File: config.mk
export PLATFORM = sky130hd
export DESIGN_NAME = serial_twos_complement_converter_flat
export DESIGN_NICKNAME = d
export VERILOG_FILES = /design/src/rtl/serial_twos_complement_converter_if.sv /design/src/rtl/serial_twos_complement_converter.sv /design/src/flat_wrapper.sv
export SDC_FILE = /design/constraint.sdc
export NUM_CORES = 1
export LEC_CHECK = 0
export CORE_ASPECT_RATIO = 2
export CORE_UTILIZATION = 55
export CTS_CLUSTER_DIAMETER = 120
export CTS_CLUSTER_SIZE = 24
export DETAILED_ROUTE_END_ITERATION = 6
export GPL_ROUTABILITY_DRIVEN = 0
export HOLD_SLACK_MARGIN = 0.12
export PLACE_DENSITY = 0.88
export SETUP_SLACK_MARGIN = 0.05
export SYNTH_ARGS = -nofsm -noshare
export SYNTH_HDL_FRONTEND = slang
export SYNTH_SLANG_ARGS = --single-unit
export TNS_END_PERCENT = 5
File: constraint.sdc
create_clock -name clk -period 4.5 [get_ports clk]
set_clock_uncertainty 0.2 [all_clocks]
set_input_delay 0.45 -clock clk [delete_from_list [all_inputs] [get_ports clk]]
set_output_delay 0.45 -clock clk [all_outputs]
set_load 0.05 [all_outputs]
File: src/rtl/serial_twos_complement_converter_if.sv
// Operand/result handshake bundle for the bit-serial 2's complement converter.
// The master side presents operands and consumes results; the slave side is the converter.
interface serial_twos_complement_converter_if #(
    parameter int unsigned WIDTH   = 5,
    parameter int unsigned THERM_W = 2**WIDTH - 1
);
    logic               in_valid;
    logic               in_ready;
    logic               in_mode;
    logic               in_neg;
    logic [WIDTH-1:0]   in_bin;
    logic [THERM_W-1:0] in_therm;
    logic               out_valid;
    logic               out_ready;
    logic [WIDTH-1:0]   out_data;
    logic               out_ovf;
    logic               out_err;

    modport master (
        output in_valid, in_mode, in_neg, in_bin, in_therm, out_ready,
        input  in_ready, out_valid, out_data, out_ovf, out_err
    );

    modport slave (
        input  in_valid, in_mode, in_neg, in_bin, in_therm, out_ready,
        output in_ready, out_valid, out_data, out_ovf, out_err
    );
endinterface

File: src/rtl/serial_twos_complement_converter.sv
// Bit-serial 2's complement converter: captures a binary or thermometer magnitude and
// negates it LSB-first ("copy through first 1, invert after"), WIDTH bits per operand.
module serial_twos_complement_converter #(
    parameter int unsigned WIDTH   = 5,
    parameter int unsigned THERM_W = 2**WIDTH - 1
) (
    input  logic                                   clk,
    input  logic                                   rst,
    serial_twos_complement_converter_if.slave      bus,
    output logic                                   busy
);
    localparam int unsigned CntW = (WIDTH > 1) ? $clog2(WIDTH) : 1;
    localparam logic [WIDTH:0]  Half    = (WIDTH+1)'(2**(WIDTH-1));
    localparam logic [CntW-1:0] LastBit = CntW'(WIDTH-1);

    typedef enum logic [1:0] {StIdle, StShift, StDone} state_e;

    state_e             state_q;
    logic [WIDTH:0]     mag_q;
    logic [CntW-1:0]    cnt_q;
    logic               neg_q;
    logic               seen_q;
    logic               ovf_q;
    logic               err_q;
    logic               out_valid_q;
    logic [WIDTH-1:0]   out_data_q;
    logic               out_ovf_q;
    logic               out_err_q;

    logic [WIDTH:0]     therm_cnt;
    logic [THERM_W-1:0] therm_inc;
    logic               therm_bad;
    logic [WIDTH:0]     cap_mag;
    logic               cap_ovf;
    logic               out_bit;

    always_comb begin
        therm_cnt = '0;
        for (int i = 0; i < THERM_W; i++) begin
            therm_cnt = therm_cnt + (WIDTH+1)'(bus.in_therm[i]);
        end
    end

    // A legal code 0..01..1 plus one has no bit in common with itself.
    assign therm_inc = bus.in_therm + THERM_W'(1);
    assign therm_bad = |(bus.in_therm & therm_inc);

    assign cap_mag = bus.in_mode ? therm_cnt : {1'b0, bus.in_bin};
    assign cap_ovf = bus.in_neg ? (cap_mag > Half) : (cap_mag >= Half);

    assign out_bit = (neg_q && seen_q) ? ~mag_q[0] : mag_q[0];

    always_ff @(posedge clk or posedge rst) begin
        if (rst) begin
            state_q     <= StIdle;
            mag_q       <= '0;
            cnt_q       <= '0;
            neg_q       <= 1'b0;
            seen_q      <= 1'b0;
            ovf_q       <= 1'b0;
            err_q       <= 1'b0;
            out_valid_q <= 1'b0;
            out_data_q  <= '0;
            out_ovf_q   <= 1'b0;
            out_err_q   <= 1'b0;
        end else begin
            case (state_q)
                StIdle: begin
                    if (bus.in_valid) begin
                        mag_q   <= cap_mag;
                        neg_q   <= bus.in_neg;
                        seen_q  <= 1'b0;
                        cnt_q   <= '0;
                        ovf_q   <= cap_ovf;
                        err_q   <= bus.in_mode & therm_bad;
                        state_q <= StShift;
                    end
                end
                StShift: begin
                    // Result enters at the MSB so the first (LSB) bit ends up in position 0.
                    out_data_q <= {out_bit, out_data_q[WIDTH-1:1]};
                    mag_q      <= mag_q >> 1;
                    seen_q     <= seen_q | mag_q[0];
                    cnt_q      <= cnt_q + CntW'(1);
                    if (cnt_q == LastBit) begin
                        state_q     <= StDone;
                        out_valid_q <= 1'b1;
                        out_ovf_q   <= ovf_q;
                        out_err_q   <= err_q;
                    end
                end
                StDone: begin
                    if (bus.out_ready) begin
                        out_valid_q <= 1'b0;
                        state_q     <= StIdle;
                    end
                end
                default: state_q <= StIdle;
            endcase
        end
    end

    assign bus.in_ready  = (state_q == StIdle);
    assign busy          = (state_q != StIdle);
    assign bus.out_valid = out_valid_q;
    assign bus.out_data  = out_data_q;
    assign bus.out_ovf   = out_ovf_q;
    assign bus.out_err   = out_err_q;
endmodule

File: src/flat_wrapper.sv
// flat-port wrapper written by rule: the top's interface ports become plain ports
module serial_twos_complement_converter_flat 
#(
    parameter int unsigned WIDTH   = 5,
    parameter int unsigned THERM_W = 2**WIDTH - 1
)
  (clk, rst, busy, bus_in_valid, bus_in_mode, bus_in_neg, bus_in_bin, bus_in_therm, bus_out_ready, bus_in_ready, bus_out_valid, bus_out_data, bus_out_ovf, bus_out_err);
  serial_twos_complement_converter_if #(.WIDTH(WIDTH), .THERM_W(THERM_W)) bus_i ();
  input  logic clk;
  input  logic rst;
  output logic busy;
  input wire logic [$bits(bus_i.in_valid)-1:0] bus_in_valid;
  input wire logic [$bits(bus_i.in_mode)-1:0] bus_in_mode;
  input wire logic [$bits(bus_i.in_neg)-1:0] bus_in_neg;
  input wire logic [$bits(bus_i.in_bin)-1:0] bus_in_bin;
  input wire logic [$bits(bus_i.in_therm)-1:0] bus_in_therm;
  input wire logic [$bits(bus_i.out_ready)-1:0] bus_out_ready;
  output wire logic [$bits(bus_i.in_ready)-1:0] bus_in_ready;
  output wire logic [$bits(bus_i.out_valid)-1:0] bus_out_valid;
  output wire logic [$bits(bus_i.out_data)-1:0] bus_out_data;
  output wire logic [$bits(bus_i.out_ovf)-1:0] bus_out_ovf;
  output wire logic [$bits(bus_i.out_err)-1:0] bus_out_err;
  assign bus_i.in_valid = bus_in_valid;
  assign bus_i.in_mode = bus_in_mode;
  assign bus_i.in_neg = bus_in_neg;
  assign bus_i.in_bin = bus_in_bin;
  assign bus_i.in_therm = bus_in_therm;
  assign bus_i.out_ready = bus_out_ready;
  assign bus_in_ready = bus_i.in_ready;
  assign bus_out_valid = bus_i.out_valid;
  assign bus_out_data = bus_i.out_data;
  assign bus_out_ovf = bus_i.out_ovf;
  assign bus_out_err = bus_i.out_err;
  serial_twos_complement_converter #(.WIDTH(WIDTH), .THERM_W(THERM_W)) u_core (.clk(clk), .rst(rst), .bus(bus_i), .busy(busy));
endmodule
**Word level (Yosys, flattened, before mapping)**

Index checks and enable logic that the tools add are counted.

- Output and inout port bits: 10
- Input port bits: 42
- Bits in registers: 23

- Add/subtract/negate cells: 32
- $lt $le $gt $ge: 2
- Eq/ne operators: 6
- Reduce and logical (&&, ||, !) cells: 11
- Mux-type cells: 16
- Bitwise operators: 4

Operators by type and width:

| kind | number |
|---|---|
| adder 6 x 1 -> 6 bit | 29 |
| adder 31 x 1 -> 31 bit, second input constant | 1 |
| AND 31 bit | 1 |
| OR reduction 31 bit | 1 |
| two-way mux 6 bit | 2 |
| case mux 6 bit (2 select lines) | 1 |
| greater-or-equal comparator 6 x 5 -> 1 bit, second input constant | 1 |
| > comparator 6 x 5 -> 1 bit, second input constant | 1 |
| two-way mux 2 bit | 3 |
| case mux 2 bit (3 select lines) | 1 |
| case mux 3 bit (2 select lines) | 1 |
| AND reduction 2 bit | 3 |
| AND reduction 3 bit | 2 |
| nonzero test 2 bit | 3 |
| two-way mux 1 bit | 5 |
| inequality test 2 bit, second input constant | 2 |
| case mux 1 bit (2 select lines) | 2 |
| adder 3 x 1 -> 3 bit, second input constant | 1 |
| equality test 3 bit, second input constant | 1 |
| two-way mux 3 bit | 1 |
| adder 1 x 1 -> 2 bit | 1 |
| equality test 2 x 1 -> 1 bit, second input constant | 1 |
| equality test 2 bit, second input constant | 1 |
| logical NOT 2 bit | 1 |
| other kinds (5) | 5 |

**Longest topological paths before layout**

Gate-level depths: netlist of the first run.

- Depth after elaboration: 33
- Mapped depth: 19
- Mapped depth without buffers: 19

**Least setup slack after synthesis of the first run**

Ideal clock, no wire load.

- Kind: in2reg
- From: input port bus_in_therm[0]
- To: register u_core.ovf_q
- Arrival time: 5087 ps
- Data required time: 4174 ps
- Cell stages on the path: 18
- Setup slack: -913 ps
- Setup time: 126 ps
- Cell sequence: inv_1 ha_1 fa_1 fa_1 inv_1 fa_1 fa_1 fa_1 inv_1 fa_1 inv_1 ha_1 a21o_1 a21oi_1 xnor2_1 mux2i_1 nand3_1 a221o_1

- Longest elaborated chain between the ends: 33
- Elaborated cells on any way between the ends: 34
- Classes of those cells: 30 x add/sub; 2 x order compare; 2 x mux

RTL lines:

| item | line | source |
|---|---|---|
| from (decl) | flat_wrapper.sv:16 | `input wire logic [$bits(bus_i.in_therm)-1:0] bus_in_therm;` |
| adder 1 x 1 -> 2 bit (*) | serial_twos_complement_converter.sv:40 | `therm_cnt = therm_cnt + (WIDTH+1)'(bus.in_therm[i]);` |
| adder 6 x 1 -> 6 bit (*) (29 in a row) | serial_twos_complement_converter.sv:40 |  |
| two-way mux 6 bit (*) | serial_twos_complement_converter.sv:48 | `assign cap_mag = bus.in_mode ? therm_cnt : {1'b0, bus.in_bin};` |
| greater-or-equal comparator 6 x 5 -> 1 bit or > comparator 6 x 5 -> 1 bit (tied branches) | serial_twos_complement_converter.sv:49 | `assign cap_ovf = bus.in_neg ? (cap_mag > Half) : (cap_mag >= Half);` |
| two-way mux 1 bit (*) | serial_twos_complement_converter.sv:49 |  |
| to (signal assigned) | serial_twos_complement_converter.sv:74 | `ovf_q <= cap_ovf;` |
| to (decl) | serial_twos_complement_converter.sv:23 | `logic ovf_q;` |

Mark *: on every way between the ends. The rest lies on a longest branch, timed or not.
A chain may end at the register's enable or synchronous reset.

**Final worst setup path of the first run**

- From: input port bus_in_therm[1]
- To: register u_core.ovf_q

The elaborated chain is that of the path after synthesis.

==> results of run 1 <==
-- report_power, final --
group | total (mW) | leakage, nW | switching, mW | internal (mW)
sequential | 0.366 | 0.285 | 0.0707 | 0.296
clock | 0.125 | 0.0228 | 0.0614 | 0.0631
combinational | 1.84 | 1.25 | 0.914 | 0.929
-- state kept, by name, indices dropped and copies added (netlist names) --
| register | flops |
|---|---|
| u_core.err_q | 1 |
| u_core.seen_q | 1 |
| u_core.state_q | 2 |
| u_core.mag_q | 6 |
| u_core.bus.out_data | 5 |
| u_core.cnt_q | 3 |
| u_core.neg_q | 1 |
| u_core.bus.out_err | 1 |
| u_core.bus.out_valid | 1 |
| u_core.ovf_q | 1 |
| u_core.bus.out_ovf | 1 |
-- placed cells by master (no fill, tap or decap), drive strengths merged, types with 2 or more instances in the layout --
cell and count:
a21oi 10, clkbuf 9, a22o 4, nor4 6, clkdlybuf4s50 35, and3 2
mux2i 6, a41oi 2, inv 54, xnor2 2, a21o 2, dfrtp 23
dlygate4sd2 6, a221oi 2, o21ai 11, mux2 9, fa 23, nor3 4
clkdlybuf4s15 3, nor2b 3, a221o 2, a31oi 3, nand4 5, nor2 12
o31ai 2, nand2 20, nand3 11, buf 42, ha 12
-- layout make-up --
cell class,instances,share of cell area [%]
timing repair buffer,91,24.26
sequential,23,17.80
inverter,54,6.347
clock buffer,4,1.393
multi-input combinational,167,48.18
tap,52,2.012
-- critical path: cells and delay by family --
| kind | cells | cell delay (ps) |
|---|---|---|
| adder cells (fa/ha/maj) | 8 | 3360 |
| AO/OA/AOI/OAI | 3 | 670 |
| buffers and inverters | 3 | 260 |
| multiplexers | 1 | 210 |
| AND/OR/NAND/NOR | 1 | 120 |
| XOR/XNOR | 1 | 90 |
-- logic make-up (layout without fill, tap and decap cells) --
group	count (synthesis)	after routing	share of synthesized area, %
AOI/OAI and AO/OA	46	46	13.67
xor gates and xnor gates	3	3	1.135
adders and majority gates	35	35	26.36
buffers and inverters	59	149	9.994
DFF	23	23	24.85
muxes	15	15	6.969
and+or+nand+nor	68	68	17.02
-- final timing paths --
kind	slack, ps	to	start	depth (start not counted)
setup / recovery	-710	u_core.ovf_q	bus_in_therm[1]	17
hold / removal	310	u_core.mag_q[3]	u_core.mag_q[3]	2
setup reg to reg	2310	u_core.err_q	u_core.state_q[0]	7
hold reg to reg	310	u_core.mag_q[3]	u_core.mag_q[3]	2
max in group asynchronous	3150	u_core.bus.out_data[4]	rst	2
min in group asynchronous	450	u_core.mag_q[2]	rst	2
-- routing by layer --
layer,share of wire (%),wire (um)
met2,61,3934
met1,30,1936
met5,0,0
met3,3.8,249
met4,5.8,374
-- stage by stage --
stage,cells,utilization [%],TNS (ps)
4_1_cts,391,79.84,-4633
3_5_place_dp,386,78.63,-8545
3_3_place_gp,386,78.63,-7677
6_report,391,79.90,-3498
5_1_grt,391,79.90,-4420
2_1_floorplan,249,-,-3023
-- repair_timing --
| action | CTS | global route |
|---|---|---|
| setup buffers | 1 | 0 |
| setup endpoints to repair | 7 | 7 |
| gates resized for setup | 40 | 18 |
| pin swaps | 20 | 25 |
| endpoints found under the hold margin | 0 | 0 |
==> impl_metrics.csv, run 1 <==
group,metric,value,unit
logic_synthesis,synth_area,2316,um2
cells_and_area,num-nets-final,417,
clock_tree,cts_tree,"done",
timing,slew_viol_final,0,
drt,wirelength,6.494,mm
placement,place_ws,-1416,ps
logic_synthesis,yosys.area.top_type_share,24.85,%
logic_synthesis,synth_ff_type,"dfrtp_1",
pwr,ir_drop,0.7232,mV
cells_and_area,multiInputGateArea,1558,um2
global_route,gr-usage-met1,28.23,%
global_route,grt_util_all_layers,32.52,%
die,core_area,4046,um2
critical_path,critPathCaptureType,"flip-flop",
cells_and_area,fillers,268,
timing,slew_headroom,45.51,%
logic_synthesis,synth_edf_count,0,
logic_synthesis,syn_area_per_cell,9.301,um2
pwr,cellPowerDensity,721.6,nW/um2
cells_and_area,drive_gt1_share,27.43,%
drt,route.vias.total,2233,
clock_tree,clk_latency,260,ps
placement,io_buffers,51,
timing,fin_crit,5207,ps
global_route,grt_antenna_before_repair,0,
timing,fin_crit_sh,115.7,%
outcome,failed_checks,"setup timing",
logic_synthesis,syn_nets,326,
cells_and_area,fin_area,3233,um2
clock_tree,htree_levels,1,
outcome,status,"finished, violations left",
critical_path,arrival,5160,ps
logic_synthesis,syn_inst,249,
global_route,grt_max_degree,24,
die,die_area,4490,um2
drt,routedWlPerCell,16.61,um
critical_path,critPathSlowestCell,"fa_2",
placement,placed_cell_area,3182,um2
cells_and_area,final-seq-area,575.6,um2
logic_synthesis,async_flop_share,100.0,%
drt,drc,0,
global_route,grt_pass1_vias,2354,
die,num_rows,33,
worst_hold_path,hp-class,"reg2reg",
logic_synthesis,synthTopCellsByCount,"inv_1 (53), dfrtp_1 (23), fa_1 (23)",
die,start_util,57.24,%
clock_tree,root_buffer,"clkbuf_8",
critical_path,max_stage_delay,590,ps
drt,drt-initial-drc-count,74,
run,max_cap_viol_count,0,
cells_and_area,syn_to_final_growth,39.60,%
global_route,grt_overflow,0,
timing,whs,307.9,ps
critical_path,startpoint_type,"input pin",
critical_path,cp_cell_sequence,"buf_6, ha_4, fa_1, fa_2, fa_2, fa_1, fa_2, fa_1, inv_2, ha_4, buf_6, a21o_1, a21oi_2, xnor2_1, mux2i_1, nand3_1, a221o_1",
timing,worst_pin_slew,816.4,ps
clock_tree,clockBufferDepth,2,
timing,worst_slack,-707.2,ps
die,die_h,93.77,um
global_route,grtUsageMet3,5.962,%
clock_tree,cts_sinks,23,
timing,max_freq,0.1920,GHz
timing,hold_viol,0,
drt,viasPerCell,5.711,
timing,setup_viol,7,
clock_tree,path_clk_slew,80,ps
pwr,p_leak,1.557,nW
clock_tree,cts_made_buffers,3,
logic_synthesis,ys_seq_area_share,24.85,%
logic_synthesis,yosysWarnings,0,
die,io-pin-count,52,
critical_path,worstPathMaxFanout,2,
drt,drt-pass1-iter-count,4,
logic_synthesis,ys_types,51,
placement,dp_hpwl,5.494,mm
pwr,finalPower,2.333,mW
cells_and_area,antenna_cells,0,
global_route,use_met2,60.14,%
logic_synthesis,post-synth-top-count-cell,"inv_1",
logic_synthesis,ys_ff_latch,23,
die,die_w,47.89,um
global_route,grt-busiest-layer,"met2",
clock_tree,cts_hold_buffers,0,
global_route,grt_pass1_wl,10.26,mm
critical_path,path_class,"in2reg",
logic_synthesis,synth_area_leaders,"dfrtp_1 (25%), fa_1 (20%), inv_1 (8.6%)",
critical_path,required,4450,ps
logic_synthesis,synth_top_area_cell,"dfrtp_1",
drt,ant_nets,0,
timing,grt_setup_unrepaired,"true",
Note: power is estimated with default switching activity, not from simulation.
==> inputs of run 2 (changes only) <==
--- a/config.mk
+++ b/config.mk
@@ -6,14 +6,15 @@
 export NUM_CORES = 1
 export LEC_CHECK = 0
 export CORE_ASPECT_RATIO = 2
-export CORE_UTILIZATION = 55
+export CORE_UTILIZATION = 51
 export CTS_CLUSTER_DIAMETER = 120
 export CTS_CLUSTER_SIZE = 24
 export DETAILED_ROUTE_END_ITERATION = 6
 export GPL_ROUTABILITY_DRIVEN = 0
 export HOLD_SLACK_MARGIN = 0.12
-export PLACE_DENSITY = 0.88
+export PLACE_DENSITY = 0.83
 export SETUP_SLACK_MARGIN = 0.05
+export SLEW_MARGIN = 20
 export SYNTH_ARGS = -nofsm -noshare
 export SYNTH_HDL_FRONTEND = slang
 export SYNTH_SLANG_ARGS = --single-unit
==> constraint.sdc (replaced) <==
create_clock -name clk -period 4.82 [get_ports clk]
set_clock_uncertainty 0.2 [all_clocks]
set_input_delay 0.482 -clock clk [delete_from_list [all_inputs] [get_ports clk]]
set_output_delay 0.482 -clock clk [all_outputs]
set_load 0.05 [all_outputs]
==> impl_metrics.csv, run 2 (synthesized netlist as in run 1, its figures left out) <==
group,metric,value,unit
critical_path,startpoint_type,"input pin",
timing,setup_viol,6,
drt,ant_nets,0,
die,start_util,53.37,%
drt,wl_met1,1.774,mm
pwr,p_sw,912.2,uW
pwr,pwr-share-clk,5.8,%
timing,totalNegativeSetupSlack,-1631,ps
die,num_rows,34,
die,core_area,4339,um2
placement,dp_hpwl,5.155,mm
cells_and_area,antenna_cells,0,
timing,grt_setup_unrepaired,"true",
cells_and_area,largest-register,"u_core.mag_q",
drt,drt-initial-drc-count,61,
outcome,status,"finished, violations left",
worst_hold_path,hp-class,"reg2reg",
clock_tree,root_buffer,"clkbuf_8",
pwr,ir_drop,0.4905,mV
drt,routed-wl-met2,3.483,mm
pwr,cellPowerDensity,641.0,nW/um2
drt,wirelength,5.859,mm
clock_tree,clockBufferDepth,2,
cells_and_area,num-nets-final,410,
die,die_h,97.30,um
global_route,grt_pass1_vias,2364,
pwr,p_seq_share,16.9,%
drt,routed.top_layer,"met4",
critical_path,arrival,5260,ps
clock_tree,clk_latency,270,ps
cells_and_area,largest_reg_flops,6,
timing,slew_viol_final,0,
pwr,combPwrFrac,77.3,%
drt,drt-pass1-iter-count,4,
global_route,grt_antenna_before_repair,0,
die,die_w,49.65,um
cells_and_area,drive_gt1_share,25.30,%
clock_tree,cts_tree,"done",
clock_tree,htree_levels,1,
cells_and_area,syn_to_final_growth,36.57,%
cells_and_area,fin_area,3163,um2
cells_and_area,final_cell_mix,"inv_1 (43), clkdlybuf4s50_1 (35), buf_4 (33), dfrtp_1 (23), fa_1 (19)",
clock_tree,path_clk_slew,80,ps
critical_path,required,4780,ps
timing,worst_pin_slew,840.0,ps
drt,drc,0,
drt,route.vias.total,2119,
pwr,p_sw_share,44.99,%
die,io-pin-count,52,
timing,max_freq,0.1888,GHz
die,die_area,4831,um2
critical_path,critPathCaptureType,"flip-flop",
timing,slew_headroom,43.94,%
placement,io_buffers,51,
clock_tree,cts_made_buffers,3,
run,max_cap_viol_count,0,
clock_tree,cts_setup_buffers,0,
timing,fin_crit_sh,109.9,%
critical_path,worstPathMaxFanout,2,
placement,placed_cell_area,3139,um2
critical_path,path_class,"in2reg",
global_route,grt_pass1_wl,9.894,mm
timing,fin_crit,5297,ps
timing,worst_slack,-476.8,ps
pwr,internal-power,1.115,mW
global_route,grt_overflow,0,
clock_tree,cts_sinks,23,
clock_tree,cts_hold_buffers,0,
timing,hold_viol,0,
pwr,p_leak,1.522,nW
drt,viasPerCell,5.490,
outcome,failed_checks,"setup timing",
drt,wl_met3,237,um
global_route,grt_util_all_layers,27.38,%
drt,routedWlPerCell,15.18,um
cells_and_area,final_common_cell,"inv_1",
global_route,grt_max_degree,24,
## run 2: cell types whose count changed in the layout (fill, tap and decap cells not counted), sizes merged
| cell | before | now |
|---|---|---|
| dlygate4sd2 | 6 | 7 |
| clkdlybuf4s15 | 3 | 2 |
| buf | 42 | 35 |
## run 2: area by class of cell
type	instances	area, um2
multi-input combinational	167	1541
fill	330	1176
timing repair buffer	84	728.2
sequential	23	575.6
inverter	54	205.2
tap	54	67.56
clock buffer	4	45.04
## run 2: worst paths after layout
kind / startpoint / endpoint / slack, ps / depth (start not counted)
setup / recovery: bus_in_therm[0] / u_core.ovf_q / -480 / 17
hold / removal: u_core.mag_q[3] / u_core.mag_q[2] / 300 / 2
setup reg to reg: u_core.state_q[0] / u_core.err_q / 2660 / 7
hold reg to reg: u_core.mag_q[3] / u_core.mag_q[2] / 300 / 2
max in group asynchronous: rst / u_core.bus.out_err / 3420 / 2
min in group asynchronous: rst / u_core.cnt_q[2] / 480 / 2
## run 2: power by group through the flow
| stage | combinational [mW] | clock (mW) | sequential (mW) |
|---|---|---|---|
| finish | 1.57 | 0.118 | 0.342 |
| global route | 1.74 | 0.131 | 0.354 |
| CTS | 1.59 | 0.121 | 0.343 |
| detailed placement | 1.57 | 0 | 0.345 |
| global placement | 1.51 | 0 | 0.340 |
| floorplan | 0.974 | 0 | 0.426 |
## run 2: through the flow
step / power [mW] / std cells / setup slack (ps) / hold slack, ps / utilization [%]
finish: 2.027 / 386 / -476.8 / 304.7 / 72.90
global route: 2.228 / 386 / -561.3 / 313.7 / 72.90
CTS: 2.051 / 386 / -573.0 / 300.5 / 73.33
detailed placement: 1.918 / 382 / -1156 / 283.1 / 72.35
global placement: 1.854 / 382 / -1056 / 274.1 / 72.35
floorplan: 1.400 / 249 / -398.5 / 250.2 / -
## run 2: worst max-delay path, stage by stage
cell,delay [ps]
buf_6,100
inv_4,50
ha_4,190
fa_1,480
fa_2,620
fa_2,450
fa_1,460
fa_2,540
fa_1,410
inv_1,70
ha_2,190
inv_2,40
fa_2,510
mux2i_1,80
nor2_1,190
nand3_1,100
a221o_1,290
## run 2: timing repair
| item | in CTS | in global routing |
|---|---|---|
| endpoints found under the setup margin | 7 | 7 |
| pin swaps | 18 | 10 |
| gates resized for setup | 41 | 12 |
## run 2: metal layers
metal	track usage (%)	vias up
li1	-	1006
met1	23.15	998
met2	52.91	86
met3	4.695	29
met4	19.34	0
met5	0	-
==> inputs of run 3 (changes only) <==
--- a/config.mk
+++ b/config.mk
@@ -5,6 +5,7 @@
 export SDC_FILE = /design/constraint.sdc
 export NUM_CORES = 1
 export LEC_CHECK = 0
+export CAP_MARGIN = 10
 export CORE_ASPECT_RATIO = 2
 export CORE_UTILIZATION = 51
 export CTS_CLUSTER_DIAMETER = 120
==> results of run 3 <==
Same layout as run 2: the final DEF is identical, and so are final timing and power.
